$ cat config.mk
export PLATFORM = sky130hd
export DESIGN_NAME = axi_tmr_addr_arbiter
export DESIGN_NICKNAME = d
export VERILOG_FILES = /design/src/rtl/axi_tmr_arb_pkg.sv /design/src/rtl/axi_tmr_rr_select.sv /design/src/rtl/axi_tmr_simple_voter.sv /design/src/rtl/axi_tmr_addr_arbiter.sv
export SDC_FILE = /design/constraint.sdc
export NUM_CORES = 1
export LEC_CHECK = 0
export CORE_MARGIN = 3
export CORE_UTILIZATION = 45
export CTS_CLUSTER_SIZE = 14
export DETAILED_ROUTE_END_ITERATION = 12
export PLACE_DENSITY = 0.85
export SKIP_CTS_REPAIR_TIMING = 1
export SLEW_MARGIN = 20
export SYNTH_ARGS = -nofsm -noshare
export SYNTH_HDL_FRONTEND = slang
export SYNTH_HIERARCHICAL = 1
export SYNTH_SLANG_ARGS = --single-unit
$ cat constraint.sdc
create_clock -name clk -period 2.6 [get_ports clk]
set_input_delay 0.52 -clock clk [delete_from_list [all_inputs] [get_ports clk]]
set_output_delay 0.52 -clock clk [all_outputs]
set_load 0.005 [all_outputs]
$ cat src/rtl/axi_tmr_arb_pkg.sv
// Shared types and helpers for the TMR address arbiters.
//   arb_state_e   : arbiter FSM state (idle / holding a grant)
//   maj3          : bitwise 2-of-3 majority over up to MAX_REQ bits
//   onehot_to_idx : binary index of the set bit in a one-hot vector
package axi_tmr_arb_pkg;

    // Widest requester vector the helpers are sized for.
    localparam int MAX_REQ = 16;

    typedef enum logic [0:0] {
        ST_IDLE = 1'b0,
        ST_BUSY = 1'b1
    } arb_state_e;

    // Bitwise majority of three replicas; narrower callers zero-extend.
    function automatic logic [MAX_REQ-1:0] maj3(
        input logic [MAX_REQ-1:0] a,
        input logic [MAX_REQ-1:0] b,
        input logic [MAX_REQ-1:0] c
    );
        return (a & b) | (a & c) | (b & c);
    endfunction

    // OR-reduction of the indices of set bits; exact for one-hot input,
    // 0 for an all-zero vector.
    function automatic int unsigned onehot_to_idx(input logic [MAX_REQ-1:0] oh);
        int unsigned idx;
        idx = 32'd0;
        for (int i = 0; i < MAX_REQ; i++) begin
            idx = idx | (oh[i] ? unsigned'(i) : 32'd0);
        end
        return idx;
    endfunction

endpackage

$ cat src/rtl/axi_tmr_rr_select.sv
// Combinational round-robin selector.
//   req      : request vector
//   last_idx : most recently served index; search starts at last_idx+1
//   grant    : one-hot winner (all zero when nothing is requested)
//   valid    : any request present
module axi_tmr_rr_select #(
    parameter int S_COUNT = 4,
    parameter int IDX_W   = $clog2(S_COUNT)
) (
    input  logic [S_COUNT-1:0] req,
    input  logic [IDX_W-1:0]   last_idx,
    output logic [S_COUNT-1:0] grant,
    output logic               valid
);

    logic [IDX_W-1:0] idx_s;
    logic             found_s;

    // Walk the requesters in pointer order and keep only the first hit.
    always_comb begin
        grant   = {S_COUNT{1'b0}};
        found_s = 1'b0;
        idx_s   = {IDX_W{1'b0}};
        for (int k = 1; k <= S_COUNT; k++) begin
            idx_s        = IDX_W'((int'(last_idx) + k) % S_COUNT);
            grant[idx_s] = req[idx_s] & ~found_s;
            found_s      = found_s | req[idx_s];
        end
        valid = found_s;
    end

endmodule

$ cat src/rtl/axi_tmr_simple_voter.sv
// Generic bitwise TMR voter.
//   in0/in1/in2 : the three replicas (WIDTH bits each, WIDTH <= MAX_REQ)
//   voted       : 2-of-3 majority per bit
//   mismatch    : high when any bit differs between the replicas
module axi_tmr_simple_voter
    import axi_tmr_arb_pkg::*;
#(
    parameter int WIDTH = 4
) (
    input  logic [WIDTH-1:0] in0,
    input  logic [WIDTH-1:0] in1,
    input  logic [WIDTH-1:0] in2,
    output logic [WIDTH-1:0] voted,
    output logic             mismatch
);

    assign voted    = WIDTH'(maj3(MAX_REQ'(in0), MAX_REQ'(in1), MAX_REQ'(in2)));
    assign mismatch = |((in0 ^ in1) | (in0 ^ in2));

endmodule

$ cat src/rtl/axi_tmr_addr_arbiter.sv
// Round-robin arbiter sharing one master address channel between S_COUNT
// TMR slave-side address units.
//   clk, rst     : clock, synchronous active-high reset
//   s_req_tmr0-2 : triplicated per-requester address valid
//   s_ready      : one-hot ready, high only in the handshake cycle
//   m_grant      : registered one-hot grant, m_grant_idx its index
//   m_valid      : address valid toward the master, m_ready its accept
//   err_clear    : clears the replica-disagreement monitors
//   err_mismatch : sticky disagreement flag, err_count saturating count
module axi_tmr_addr_arbiter
    import axi_tmr_arb_pkg::*;
#(
    parameter  int S_COUNT   = 4,
    parameter  int CNT_WIDTH = 16,
    localparam int IDX_W     = $clog2(S_COUNT)
) (
    input  logic                 clk,
    input  logic                 rst,
    input  logic [S_COUNT-1:0]   s_req_tmr0,
    input  logic [S_COUNT-1:0]   s_req_tmr1,
    input  logic [S_COUNT-1:0]   s_req_tmr2,
    output logic [S_COUNT-1:0]   s_ready,
    output logic [S_COUNT-1:0]   m_grant,
    output logic [IDX_W-1:0]     m_grant_idx,
    output logic                 m_valid,
    input  logic                 m_ready,
    input  logic                 err_clear,
    output logic                 err_mismatch,
    output logic [CNT_WIDTH-1:0] err_count
);

    logic [S_COUNT-1:0]   req_s;
    logic                 mismatch_s;
    logic [S_COUNT-1:0]   sel_grant_s;
    logic                 sel_valid_s;
    logic [IDX_W-1:0]     sel_last_s;
    logic                 handshake_s;

    arb_state_e           state_r;
    logic [S_COUNT-1:0]   m_grant_r;
    logic [IDX_W-1:0]     m_grant_idx_r;
    logic [IDX_W-1:0]     last_idx_r;
    logic                 err_mismatch_r;
    logic [CNT_WIDTH-1:0] err_count_r;

    axi_tmr_simple_voter #(
        .WIDTH (S_COUNT)
    ) u_req_voter (
        .in0      (s_req_tmr0),
        .in1      (s_req_tmr1),
        .in2      (s_req_tmr2),
        .voted    (req_s),
        .mismatch (mismatch_s)
    );

    // While busy the current holder is masked out and the pointer is the
    // holder itself, so a handshake re-arbitrates among the others only.
    // In idle the grant is zero and the stored pointer is used.
    assign sel_last_s = (state_r == ST_BUSY) ? m_grant_idx_r : last_idx_r;

    axi_tmr_rr_select #(
        .S_COUNT (S_COUNT),
        .IDX_W   (IDX_W)
    ) u_rr_select (
        .req      (req_s & ~m_grant_r),
        .last_idx (sel_last_s),
        .grant    (sel_grant_s),
        .valid    (sel_valid_s)
    );

    // Valid follows the voted request of the holder, so a dropped request
    // never presents a stale address.
    assign m_valid     = (state_r == ST_BUSY) & (|(req_s & m_grant_r));
    // Reset suppresses the handshake so a reset mid-grant never pulses ready.
    assign handshake_s = m_valid & m_ready & ~rst;
    assign s_ready     = handshake_s ? m_grant_r : {S_COUNT{1'b0}};
    assign m_grant     = m_grant_r;
    assign m_grant_idx = m_grant_idx_r;

    // Arbitration FSM: grant registration, hold, release and pointer update.
    always_ff @(posedge clk) begin
        if (rst) begin
            state_r       <= ST_IDLE;
            m_grant_r     <= {S_COUNT{1'b0}};
            m_grant_idx_r <= {IDX_W{1'b0}};
            last_idx_r    <= IDX_W'(S_COUNT - 1);
        end else begin
            case (state_r)
                ST_IDLE: begin
                    if (sel_valid_s) begin
                        m_grant_r     <= sel_grant_s;
                        m_grant_idx_r <= IDX_W'(onehot_to_idx(MAX_REQ'(sel_grant_s)));
                        state_r       <= ST_BUSY;
                    end else begin
                        state_r       <= ST_IDLE;
                    end
                end
                ST_BUSY: begin
                    if (handshake_s) begin
                        last_idx_r <= m_grant_idx_r;
                        if (sel_valid_s) begin
                            m_grant_r     <= sel_grant_s;
                            m_grant_idx_r <= IDX_W'(onehot_to_idx(MAX_REQ'(sel_grant_s)));
                            state_r       <= ST_BUSY;
                        end else begin
                            m_grant_r     <= {S_COUNT{1'b0}};
                            m_grant_idx_r <= {IDX_W{1'b0}};
                            state_r       <= ST_IDLE;
                        end
                    end else if (!m_valid) begin
                        // Holder lost its voted request: release, keep pointer.
                        m_grant_r     <= {S_COUNT{1'b0}};
                        m_grant_idx_r <= {IDX_W{1'b0}};
                        state_r       <= ST_IDLE;
                    end else begin
                        state_r       <= ST_BUSY;
                    end
                end
                default: begin
                    m_grant_r     <= {S_COUNT{1'b0}};
                    m_grant_idx_r <= {IDX_W{1'b0}};
                    state_r       <= ST_IDLE;
                end
            endcase
        end
    end

    // Replica disagreement monitor; a clear coinciding with a mismatch
    // restarts the count at one so the event is kept.
    always_ff @(posedge clk) begin
        if (rst) begin
            err_mismatch_r <= 1'b0;
            err_count_r    <= {CNT_WIDTH{1'b0}};
        end else if (err_clear) begin
            err_mismatch_r <= mismatch_s;
            err_count_r    <= mismatch_s ? {{(CNT_WIDTH-1){1'b0}}, 1'b1} : {CNT_WIDTH{1'b0}};
        end else if (mismatch_s) begin
            err_mismatch_r <= 1'b1;
            err_count_r    <= (err_count_r == {CNT_WIDTH{1'b1}}) ? err_count_r
                                                               : err_count_r + {{(CNT_WIDTH-1){1'b0}}, 1'b1};
        end else begin
            err_mismatch_r <= err_mismatch_r;
            err_count_r    <= err_count_r;
        end
    end

    assign err_mismatch = err_mismatch_r;
    assign err_count    = err_count_r;

endmodule

==> flow_summary.json <==
{
  "async_flop_share_pct": 0,
  "p_per_area_nw_per_um2": 856,
  "grt_pass1_wl_microns": 8150,
  "die_y_microns": 69.7,
  "drtPass1Iterations": 4,
  "max_stage_delay_ps": 540,
  "cp-end-kind": "flip-flop",
  "cp_slowest_cell": "mux4_2",
  "cts.sink_count": 26,
  "n_antenna_cell": 0,
  "grt_antenna_before_repair": 0,
  "arrival_ps": 2840,
  "start_util_pct": 48.4,
  "areaGrowthSynthToFinish_pct": 56.4,
  "core.rowCount": 22,
  "critPathKind": "in -> reg",
  "synth.ff_latch_count": 26,
  "critPathMaxFanout": 6,
  "grt_max_degree": 16,
  "start_kind": "input port",
  "ys_warn_count": 6,
  "cts_max_level": 1,
  "vias": 1898,
  "design_area_sq_um": 2850,
  "grt_pass1_vias": 1778,
  "placed_area_sq_um": 2590,
  "vdd_ir_drop_max_uv": 846,
  "clk_pin_slew_ps": 90,
  "ctsRootBufferMaster": "clkbuf_8",
  "cts_buffer_depth": 2,
  "drt_iter0_drc": 136,
  "dp_hpwl_microns": 3670,
  "routed_via_density": 5.99,
  "syn_avg_cell_area_sq_um": 9.08,
  "numCtsBuffers": 3,
  "synthCells": 201,
  "worst_slack_ps": -65.4,
  "die_w_microns": 69.7,
  "synth.distinct_cells": 49,
  "cts_tree": "done",
  "core_sq_um": 3770,
  "path_cells": "buf_6 -> ha_4 -> a211o_1 -> nor2b_4 -> mux4_2 -> nor3_2 -> or2b_1 -> buf_4 -> nand2_1 -> a21oi_2 -> a22o_1",
  "drt_wl_total_microns": 5510,
  "period_minus_slack_ps": 2670,
  "routedWlPerCell_microns": 17.4,
  "rsz0062_at_grt": "true",
  "finalSetupViolCount": 6,
  "status": "finished with violations",
  "worst_pin_slew_ps": 444,
  "cp.required_ps": 2770,
  "hold_class": "reg -> reg",
  "synth-edff-count": 0,
  "leakage_nw": 1.17,
  "synth_ff_type": "dfxtp_1",
  "drive_gt1_share_pct": 34.6,
  "fin_worst_skew_ps": 1.02,
  "finalCritPeriodShare_pct": 103,
  "fin_hold_ws_ps": 481,
  "nNetsFinal": 303,
  "fmax_mhz": 375,
  "drv_cap": 0,
  "die-area_sq_um": 4850,
  "slew_viol_final": 0,
  "drc_errors": 0,
  "fill_cells": 253,
  "grt.overflow.total": 0,
  "synth_nets": 234,
  "synth_area_sq_um": 1820,
  "clkLatencyLatePin_ps": 270,
  "violations": "setup timing",
  "io-pin-count": 44,
  "drtAntennaViolNets": 0,
  "yosysSeqAreaShare_pct": 28.5,
  "slew_headroom_pct": 70.4,
  "gp_congestion": 0.861,
  "gr-usage-all-layers_pct": 20.0,
  "hold_viol_final": 0,
  "io_buffers": 43
}
[layer usage]
metal	track usage, %	vias to the layer above	wire, microns
met4	3.40	0	118
met1	26.4	906	2280
met3	3.48	14	310
li1	-	893	-
met2	34.4	85	2800
met5	0	-	0
[power breakdown]
group	total (W)	switching, W	internal, W
logic	0.00159	0.000741	0.000847
registers	0.000517	0.0000697	0.000448
clock network	0.000336	0.000130	0.000206
total	0.00244	0.000941	0.00150
[worst max-delay path, delay by kind of cell]
family	cells	cell delay, ps
buffers and inverters	2	260
AOI/OAI and AO/OA	3	640
muxes	1	540
and+or+nand+nor	4	740
adders and majority gates	1	140
[path summary, 6_finish.rpt]
kind / from / endpoint / cells past startpoint / slack, ps
worst max-delay path: s_req_tmr0[0] / m_grant[1]$_SDFFE_PP0P_ / 11 / -70
worst min-delay path: last_idx_r[1]$_SDFFE_PP1P_ / last_idx_r[1]$_SDFFE_PP1P_ / 2 / 480
worst max register to register: state_r$_SDFF_PP0_ / m_grant[1]$_SDFFE_PP0P_ / 10 / -30
worst min register to register: last_idx_r[1]$_SDFFE_PP1P_ / last_idx_r[1]$_SDFFE_PP1P_ / 2 / 480
[layout by cell type, fill, tap and decap left out, types with 3 or more instances in the layout]
master	netlist	layout
xnor2_1	9	9
inv_1	7	5
nor2_1	18	17
clkbuf_2	0	4
a21oi_1	7	6
dlymetal6s2s_1	0	6
ha_1	17	8
and3b_1	3	3
nand2_1	14	13
dfxtp_1	26	25
nor3_1	6	5
nor4_2	3	3
nand4_1	3	3
a22o_1	6	6
a22oi_2	0	3
a211o_1	4	4
clkdlybuf4s50_1	0	26
nor2b_4	0	5
clkbuf_8	0	3
mux4_2	2	3
nor3b_2	1	5
nand3_1	11	10
nor3b_1	8	3
buf_6	0	6
buf_4	1	26
ha_4	0	8
[sequential cells by signal, summed over array words and instances (netlist names)]
name	count
err_count	16
err_mismatch	1
last_idx_r	2
m_grant	4
m_grant_idx	2
state_r	1
[Yosys cell counts, types with 3 or more instances]
cell type	instances	area share, %
a22oi_1	3	1.2
a21oi_1	7	1.9
xnor2_1	9	4.3
dfxtp_1	26	29
a211oi_1	4	1.6
and3b_1	3	1.4
ha_1	17	12
nor3b_1	8	3.3
nand2_1	14	2.9
nor2_1	18	3.7
nand4_1	3	1.0
nor2b_1	6	2.1
a2111oi_0	3	1.4
nor4_2	3	2.1
a22o_1	6	2.9
nor3_1	6	1.6
nand3_1	11	3.0
inv_1	7	1.4
or2_2	3	1.0
a211o_1	4	1.9
[cells by family after synthesis]
family	synth area share, %
AO/OA/AOI/OAI	16.9
XOR/XNOR	4.32
buffers and inverters	2.81
flip-flops	28.5
adder cells (fa/ha/maj)	11.7
AND/OR/NAND/NOR	28.1
multiplexers	7.68
[area by class of cell]
| cell class | count | area [sq um] | share of cell area, % |
|---|---|---|---|
| Clock inverter | 1 | 30.0 | 1.05 |
| Tap cell | 48 | 60.1 | 2.10 |
| Sequential cell | 26 | 524 | 18.4 |
| Clock buffer | 3 | 41.3 | 1.45 |
| Inverter | 7 | 31.3 | 1.10 |
| Multi-Input combinational cell | 163 | 1530 | 53.7 |
| Timing Repair Buffer | 69 | 633 | 22.2 |
[per-stage QoR]
| step | setup TNS [ps] | instances | util, % | total power (W) | worst slack [ps] |
|---|---|---|---|---|---|
| detailed placement | -7910 | 308 | 68.6 | 0.00174 | -747 |
| global route | -679 | 317 | 75.7 | 0.00258 | -137 |
| CTS | -5540 | 312 | 70.5 | 0.00208 | -570 |
| global placement | -7000 | 308 | 68.6 | 0.00170 | -682 |
| finish | -341 | 317 | 75.7 | 0.00244 | -65.4 |
| floorplan | -82.3 | 201 | - | 0.00135 | -53.7 |
(Power assumes the default switching activity.)
